File: config.mk
export PLATFORM = sky130hd
export DESIGN_NAME = id_check
export DESIGN_NICKNAME = d
export VERILOG_FILES = /design/src/rtl/id_check.sv
export SDC_FILE = /design/constraint.sdc
export NUM_CORES = 1
export LEC_CHECK = 0
export CAP_MARGIN = 40
export CELL_PAD_IN_SITES_DETAIL_PLACEMENT = 1
export CELL_PAD_IN_SITES_GLOBAL_PLACEMENT = 1
export CORE_ASPECT_RATIO = 0.7
export CORE_UTILIZATION = 40
export DETAILED_ROUTE_END_ITERATION = 10
export PLACE_DENSITY_LB_ADDON = 0.1
export SLEW_MARGIN = 0
export SYNTH_ARGS = -nofsm -noshare
export SYNTH_HDL_FRONTEND = slang
export SYNTH_SLANG_ARGS = --single-unit
File: constraint.sdc
create_clock -name clk -period 1.8 [get_ports clk]
set_input_delay 0.36 -clock clk [delete_from_list [all_inputs] [get_ports clk]]
set_output_delay 0.36 -clock clk [all_outputs]
set_load 0.02 [all_outputs]
File: src/rtl/id_check.sv
// id_check: login front end for the player terminal.
// Collects a 4-digit player ID from the keypad, recognises the guest code
// directly, otherwise walks the ID ROM (5 clocks per entry) looking for the
// code. A matching ID is held for the password checker until it pulses
// Logout_ID. A run of unknown IDs locks the keypad for LOCK_CYCLES clocks.
//
// Ports:
//   clk         system clock
//   rst         synchronous active-high reset
//   PlayerID    keypad digit, captured when ID_enter is high
//   ID_enter    one-clock strobe per digit
//   Logout_ID   one-clock release pulse from the password checker
//   ID_ROMdata  ID ROM read data (read latency covered by two wait states)
//   ID_ROMaddr  ID ROM address, holds between fetches
//   ID_IDcheck  matched internal player slot
//   IDmatched   level: a valid ID is held
//   isGuest_ID  level: the held ID is the guest
//   IDerror     one-clock pulse: unknown ID
//   Locked      level: lockout active, keypad ignored
module id_check #(
    parameter int          NUM_IDS     = 7,
    parameter logic [15:0] GUEST_ID    = 16'h0000,
    parameter logic [2:0]  GUEST_SLOT  = 3'd7,
    parameter int          MAX_FAIL    = 3,
    parameter int          LOCK_CYCLES = 16
) (
    input  logic        clk,
    input  logic        rst,
    input  logic [3:0]  PlayerID,
    input  logic        ID_enter,
    input  logic        Logout_ID,
    input  logic [15:0] ID_ROMdata,
    output logic [4:0]  ID_ROMaddr,
    output logic [2:0]  ID_IDcheck,
    output logic        IDmatched,
    output logic        isGuest_ID,
    output logic        IDerror,
    output logic        Locked
);

    localparam int FW = $clog2(MAX_FAIL + 1);
    localparam int LW = (LOCK_CYCLES > 1) ? $clog2(LOCK_CYCLES) : 1;
    localparam logic [2:0]    LAST_IDX  = 3'(NUM_IDS - 1);
    localparam logic [FW-1:0] FAIL_MAX  = FW'(MAX_FAIL);
    localparam logic [LW-1:0] LOCK_LAST = LW'(LOCK_CYCLES - 1);

    typedef enum logic [3:0] {
        DIGIT1, DIGIT2, DIGIT3, DIGIT4, GUEST_CHK,
        FETCH, ROMCYCLE1, ROMCYCLE2, CATCH, COMPARE,
        MATCHED, LOCKED
    } state_t;

    state_t        state_r,   state_nxt;
    logic [15:0]   id_r,      id_nxt;
    logic [2:0]    index_r,   index_nxt;
    logic [15:0]   data_r,    data_nxt;
    logic [FW-1:0] fail_r,    fail_nxt;
    logic [FW-1:0] fail_inc_s;
    logic [LW-1:0] lock_r,    lock_nxt;
    logic [4:0]    addr_r,    addr_nxt;
    logic [2:0]    slot_r,    slot_nxt;
    logic          matched_r, matched_nxt;
    logic          guest_r,   guest_nxt;
    logic          error_r,   error_nxt;
    logic          locked_r,  locked_nxt;

    // Next-state and next-output computation for the login sequencer.
    always_comb begin
        state_nxt   = state_r;
        id_nxt      = id_r;
        index_nxt   = index_r;
        data_nxt    = data_r;
        fail_nxt    = fail_r;
        lock_nxt    = lock_r;
        addr_nxt    = addr_r;
        slot_nxt    = slot_r;
        matched_nxt = matched_r;
        guest_nxt   = guest_r;
        error_nxt   = 1'b0;
        locked_nxt  = locked_r;
        // Saturating increment used when an attempt turns out unknown.
        fail_inc_s  = (fail_r == FAIL_MAX) ? fail_r : fail_r + FW'(1);

        case (state_r)
            DIGIT1: begin
                if (ID_enter) begin
                    id_nxt[15:12] = PlayerID;
                    state_nxt     = DIGIT2;
                end else begin
                    state_nxt = DIGIT1;
                end
            end
            DIGIT2: begin
                if (ID_enter) begin
                    id_nxt[11:8] = PlayerID;
                    state_nxt    = DIGIT3;
                end else begin
                    state_nxt = DIGIT2;
                end
            end
            DIGIT3: begin
                if (ID_enter) begin
                    id_nxt[7:4] = PlayerID;
                    state_nxt   = DIGIT4;
                end else begin
                    state_nxt = DIGIT3;
                end
            end
            DIGIT4: begin
                if (ID_enter) begin
                    id_nxt[3:0] = PlayerID;
                    state_nxt   = GUEST_CHK;
                end else begin
                    state_nxt = DIGIT4;
                end
            end
            GUEST_CHK: begin
                if (id_r == GUEST_ID) begin
                    slot_nxt    = GUEST_SLOT;
                    guest_nxt   = 1'b1;
                    matched_nxt = 1'b1;
                    fail_nxt    = '0;
                    state_nxt   = MATCHED;
                end else begin
                    index_nxt = 3'd0;
                    state_nxt = FETCH;
                end
            end
            FETCH: begin
                addr_nxt  = {2'b00, index_r};
                state_nxt = ROMCYCLE1;
            end
            ROMCYCLE1: state_nxt = ROMCYCLE2;
            ROMCYCLE2: state_nxt = CATCH;
            CATCH: begin
                data_nxt  = ID_ROMdata;
                state_nxt = COMPARE;
            end
            COMPARE: begin
                if (data_r == id_r) begin
                    slot_nxt    = index_r;
                    guest_nxt   = 1'b0;
                    matched_nxt = 1'b1;
                    fail_nxt    = '0;
                    state_nxt   = MATCHED;
                end else if (index_r < LAST_IDX) begin
                    index_nxt = index_r + 3'd1;
                    state_nxt = FETCH;
                end else begin
                    error_nxt = 1'b1;
                    fail_nxt  = fail_inc_s;
                    if (fail_inc_s == FAIL_MAX) begin
                        locked_nxt = 1'b1;
                        lock_nxt   = '0;
                        state_nxt  = LOCKED;
                    end else begin
                        state_nxt = DIGIT1;
                    end
                end
            end
            MATCHED: begin
                if (Logout_ID) begin
                    matched_nxt = 1'b0;
                    guest_nxt   = 1'b0;
                    slot_nxt    = 3'd0;
                    state_nxt   = DIGIT1;
                end else begin
                    state_nxt = MATCHED;
                end
            end
            LOCKED: begin
                // Locked was raised on the entry edge, so LOCK_CYCLES
                // clocks in this state give LOCK_CYCLES clocks of Locked.
                if (lock_r == LOCK_LAST) begin
                    locked_nxt = 1'b0;
                    fail_nxt   = '0;
                    state_nxt  = DIGIT1;
                end else begin
                    lock_nxt  = lock_r + LW'(1);
                    state_nxt = LOCKED;
                end
            end
            default: state_nxt = DIGIT1;
        endcase
    end

    // State and output registers with synchronous reset.
    always_ff @(posedge clk) begin
        if (rst) begin
            state_r   <= DIGIT1;
            id_r      <= 16'h0000;
            index_r   <= 3'd0;
            data_r    <= 16'h0000;
            fail_r    <= '0;
            lock_r    <= '0;
            addr_r    <= 5'd0;
            slot_r    <= 3'd0;
            matched_r <= 1'b0;
            guest_r   <= 1'b0;
            error_r   <= 1'b0;
            locked_r  <= 1'b0;
        end else begin
            state_r   <= state_nxt;
            id_r      <= id_nxt;
            index_r   <= index_nxt;
            data_r    <= data_nxt;
            fail_r    <= fail_nxt;
            lock_r    <= lock_nxt;
            addr_r    <= addr_nxt;
            slot_r    <= slot_nxt;
            matched_r <= matched_nxt;
            guest_r   <= guest_nxt;
            error_r   <= error_nxt;
            locked_r  <= locked_nxt;
        end
    end

    assign ID_ROMaddr = addr_r;
    assign ID_IDcheck = slot_r;
    assign IDmatched  = matched_r;
    assign isGuest_ID = guest_r;
    assign IDerror    = error_r;
    assign Locked     = locked_r;

endmodule

# After elaboration in Yosys (flattened, before gate mapping)
# Index checks and enable logic that the tools add are counted.
[word_totals]
regBits = 55
output_inout_bits = 12
elab_cells = 104
[op_classes]
addsub = 3
n_lt_le_gt_ge = 1
eq_ne = 26
n_mux = 42
n_bitwise = 1
n_reduce_logical = 16
[op_table]
columns = ["op", "count"]
rows = [
  ["4-bit case mux with 12 select lines", 1],
  ["4-bit 2-to-1 mux", 10],
  ["3-bit 2-to-1 mux", 7],
  ["4-bit equality test (second input constant)", 5],
  ["2-bit inequality test (second input constant)", 10],
  ["16-bit equality test", 1],
  ["4-bit by 3-bit equality test with 1-bit output (second input constant)", 4],
  ["16-bit logical NOT", 1],
  ["2-bit 2-to-1 mux", 6],
  ["4-bit AND reduction", 3],
  ["1-bit 2-to-1 mux", 11],
  ["5-bit AND reduction", 2],
  ["3-bit case mux with 3 select lines", 1],
  ["4-bit by 2-bit equality test with 1-bit output (second input constant)", 2],
  ["4-bit case mux with 2 select lines", 1],
  ["2-bit AND reduction", 4],
  ["1-bit case mux with 3 select lines", 2],
  ["2-bit case mux with 3 select lines", 1],
  ["3-bit case mux with 2 select lines", 1],
  ["3-bit nonzero test", 2],
  ["4-bit by 1-bit adder with 4-bit output (second input constant)", 1],
  ["2-bit equality test (second input constant)", 2],
  ["4-bit by 1-bit equality test with 1-bit output (second input constant)", 1],
  ["4-bit logical NOT", 1],
  ["8 further kinds", 9],
]

# Logic depth before layout (Yosys ltp)
[depth]
word_depth = 7
mapped_depth = 7
depth_no_buf = 6

# Least setup slack after synthesis
# Ideal clock, no wire load.
[synth_timing]
path_type = "flip-flop to flip-flop"
start = "register state_r[2]"
end = "register index_r[1]"
t_arrival_ps = 1480
required_ps = 1712
slack_ps = 232
stages_incl_launch_ff = 7
path_buffers = 1
path_cell_list = "dfxtp_1 buf_2 nor2b_1 nand2_1 mux2i_1 or3b_2 o32ai_2"
[synth_via]
elab_chain_cells = 3
elab_cells_between_ends = 8
[synth_lines]
columns = ["element", "line_no", "source"]
rows = [
  ["start, declared", "53", "state_t state_r, state_nxt;"],
  ["start signal, assigned", "203", "state_r <= state_nxt;"],
  ["4-bit equality test / 4-bit by 3-bit equality test with 1-bit output (equally long branches)", "84", "case (state_r)"],
  ["2-bit inequality test (no source line) / 2-bit nonzero test (equally long branches)", "n/a", ""],
  ["4-bit AND reduction (no source line)", "n/a", ""],
  ["end signal, assigned", "205", "index_r <= index_nxt;"],
  ["end, declared", "55", "logic [2:0] index_r, index_nxt;"],
]
# Parallel ways exist; a longest one is shown, timed or not.
# A chain may end at the register's enable or synchronous reset.

# Worst setup path in the final report
[layout_timing]
start = "register id_r[10]"
end = "register lock_r[3]"
[layout_via]
elab_chain_cells = 3
[layout_lines]
columns = ["element", "line_no", "source"]
rows = [
  ["start, declared", "54", "logic [15:0] id_r, id_nxt;"],
  ["start signal, assigned", "204", "id_r <= id_nxt;"],
  ["16-bit equality test", "140", "if (data_r == id_r) begin"],
  ["2-bit inequality test (no source line)", "n/a", ""],
  ["5-bit AND reduction (no source line)", "n/a", ""],
  ["end signal, assigned", "208", "lock_r <= lock_nxt;"],
  ["end, declared", "59", "logic [LW-1:0] lock_r, lock_nxt;"],
]
# Every way passes these cells.

==> impl_metrics.yaml <==
cts:
  cts_sinks: 55
  cts.clk_slew.worst_paths_ns: 0.11
  cts_root_buf: "clkbuf_8"
  cts_tree: "built"
  numCtsBuffers: 5
  htreeDepth: 2
  cts_max_path_buffers: 2
  worstSkewPairLatency_ns: 0.31
floorplan:
  num_rows: 24
  die-area_um2: 6860
  design.portCount: 36
  die_y_um: 69.6
  die-width_um: 98.6
  coreArea_um2: 6280
  start_util_pct: 41.6
timing:
  fin_crit_ns: 1.72
  setup_viol: 0
  final.setup_skew_ns: 0.0118
  fin_setup_tns_ns: 0
  slew_viol_final: 0
  hold_viol_final: 0
  rsz0062_at_grt: "yes"
  clock.fmax_mhz: 582
  post-route-period-util_pct: 95.5
critical_path:
  crit_top_cell: "buf_4"
  cp-start-kind: "flop"
  cp_max_fo: 5
  slowest_delay_ns: 0.35
  critPathArrivalTime_ns: 1.95
  worstSetupEndpointType: "flop"
  critical_path_buf_inv_count: 2
  critPathKind: "flop to flop"
  cp.required_ns: 2.03
  crit_path_top_delay_cell: "dfxtp_2"
  crit_family: "simple AND/OR/NAND/NOR gates"
  crit_chain: "xor2_1, nor4_2, buf_4, nand4_1, buf_4, a21o_1, a41oi_1"
grt:
  grt_pass1_wl_um: 13000
  grt_pass1_vias: 2483
  grt_usage_pct: 24.4
  grt_max_degree: 17
  overflow: 0
  antenna_found_initial: 0
logic_synthesis:
  synth.avg_cell_area_um2: 8.26
  synth_area_um2: 2610
  seq_area_frac_synth_pct: 42.2
  synth_top_area_share_pct: 42.2
  syn-instance-count: 316
  yosys_warnings: 0
  postSynthRegisterBits: 55
  yosys.area.top_type: "dfxtp_1"
  synth_edf_count: 0
  synth_async_sr_flop_share_pct: 0
  synth-main-ff-cell: "dfxtp_1"
  synth.distinct_cells: 51
  synth.area.top_cells: "dfxtp_1, nand2_1, a21oi_1"
power_and_ir_drop:
  power.density_nw_per_um2: 778
  p_switching_w: 0.000725
  seqPwrFrac_pct: 49.0
  power_frac_comb_pct: 19.9
  finalPower_w: 0.00261
  internal_power_w: 0.00189
  switching_share_pct: 27.8
  p_clk_share_pct: 31.2
  p_leak_nw: 1.32
  peakVddDrop_v: 0.000389
routing:
  totalWireLength_um: 8060
  antenna_left: 0
  drt-pass1-iter-count: 4
  vias_per_cell: 5.65
  drc: 0
  vias: 2544
  dr.first_iter.drc_count: 126
  avgRoutedWirePerCell_um: 17.9
finish:
  fin_util_pct: 53.5
  antenna_cells: 0
  final_nets: 398
  synthToLayoutAreaGrowth_pct: 28.5
  drive_above_1_share_pct: 16.9
  stdcell_area_um2: 3360
placed_design:
  place_congestion: 0.859
  placed_area_um2: 3190
  portBuffers: 33
  dp_hpwl_um: 5970
min_path:
  min_path_type: "input pin to flop"
run_status:
  run_status: "finished clean"
flow_run:
  cap_violations: 0
-- per-layer routing --
layer,up-vias,GRT usage [%],wire length [µm]
met2,63,36.5,3480
met3,5,3.63,384
met5,-,0,0
met4,0,4.31,42
li1,1223,-,-
met1,1253,37.2,4150
-- Yosys cell counts, types with 2 or more instances --
| cell | number |
|---|---|
| buf_4 | 3 |
| buf_2 | 6 |
| o2bb2ai_1 | 2 |
| a21oi_1 | 40 |
| o221a_1 | 3 |
| nand2b_1 | 3 |
| nor3_1 | 2 |
| xor2_1 | 18 |
| or2_2 | 2 |
| inv_1 | 3 |
| nand2_1 | 63 |
| nor4_1 | 8 |
| o211ai_1 | 5 |
| a31oi_1 | 4 |
| ha_1 | 2 |
| buf_1 | 3 |
| nor2_2 | 2 |
| nor2b_1 | 4 |
| mux2i_1 | 5 |
| dfxtp_1 | 55 |
| clkbuf_1 | 6 |
| o22ai_1 | 2 |
| nor2_1 | 13 |
| nand4_1 | 4 |
| a41oi_1 | 2 |
| a21o_1 | 3 |
| nand3_1 | 19 |
| o21ai_0 | 9 |
| or3_1 | 3 |
-- kinds of logic after synthesis --
group | Yosys count | share of synthesized area, %
other | 1 | 0.144
and+or+nand+nor | 130 | 23.6
DFF | 55 | 42.2
buffers and inverters | 22 | 4.17
adders and majority gates | 2 | 0.958
xor gates and xnor gates | 18 | 6.04
muxes | 5 | 1.92
AOI/OAI and AO/OA | 83 | 21.0
-- final cells by class --
cell class	instances	area, µm²
Clock buffer	6	72.6
Multi-Input combinational cell	240	1460
Clock inverter	1	30.0
Sequential cell	55	1100
Inverter	3	11.3
Fill cell	756	2920
Tap cell	78	97.6
Timing Repair Buffer	67	581
-- cells in the final DEF (no fill, tap or decap), types with 2 or more instances in the layout --
cell type | Yosys | routed
o221a_1 | 3 | 3
dfxtp_1 | 55 | 53
o211ai_1 | 5 | 5
a21oi_1 | 40 | 40
ha_1 | 2 | 2
clkbuf_8 | 0 | 5
a41oi_1 | 2 | 2
xor2_1 | 18 | 18
nor2_1 | 13 | 13
o22ai_1 | 2 | 2
nand3_1 | 19 | 19
conb_1 | 1 | 2
o21ai_0 | 9 | 9
a31oi_1 | 4 | 4
nor4_2 | 0 | 5
nand2b_1 | 3 | 3
nor2_2 | 2 | 2
inv_1 | 3 | 3
nor2b_1 | 4 | 4
or3_1 | 3 | 3
nor3_1 | 2 | 2
nand2_1 | 63 | 63
or2_2 | 2 | 2
dfxtp_2 | 0 | 2
mux2i_1 | 5 | 5
clkdlybuf4s50_1 | 0 | 32
nor4_1 | 8 | 2
buf_4 | 3 | 34
nand4_1 | 4 | 4
a21o_1 | 3 | 3
-- worst reg2reg max path: stages (launching register included) --
cell	delay (ns)
dfxtp_2	0.35
xor2_1	0.19
nor4_2	0.34
buf_4	0.16
nand4_1	0.07
buf_4	0.19
a21o_1	0.16
a41oi_1	0.19
-- power by group through the flow --
stage / sequential (W) / clock (W) / combinational [W]
final: 0.00128 / 0.000814 / 0.000519
after global routing: 0.00128 / 0.000883 / 0.000554
after CTS: 0.00128 / 0.000829 / 0.000506
after detailed placement: 0.00130 / 0 / 0.000472
after global placement: 0.00130 / 0 / 0.000465
after floorplan: 0.00130 / 0 / 0.000266
-- through the flow --
stage               hold slack (ns)  setup slack (ns)  cells
detailed placement            0.455            -0.249    442
floorplan                     0.448             0.232    317
CTS                           0.421            0.0224    450
global placement              0.453            -0.214    442
finish                        0.431            0.0804    450
global route                  0.425           -0.0307    450
-- repair_timing --
item	in CTS	in global routing
hold buffers	0	0
endpoints found under the setup margin	16	18
buffers inserted	1	0
endpoints found under the hold margin	0	0
gates resized for setup	6	6
pin swaps	1	2
-- flip-flops by register name, indices dropped and copies added, names as in the netlist --
name        count
isGuest_ID      1
state_r         4
IDerror         1
index_r         3
ID_ROMaddr      3
id_r           16
fail_r          2
data_r         16
IDmatched       1
ID_IDcheck      3
Locked          1
lock_r          4
-- path summary, 6_finish.rpt --
check,endpoint,slack (ns),start,cells past startpoint
max,lock_r[3]$_SDFFE_PP0P_,0.08,id_r[10]$_SDFFE_PP0P_,7
min,fail_r[0]$_SDFFE_PP0P_,0.43,rst,2
max reg2reg,lock_r[3]$_SDFFE_PP0P_,0.08,id_r[10]$_SDFFE_PP0P_,7
min reg2reg,IDmatched$_SDFFE_PP0P_,0.47,IDmatched$_SDFFE_PP0P_,1
Power figures use the tool's default switching activity.
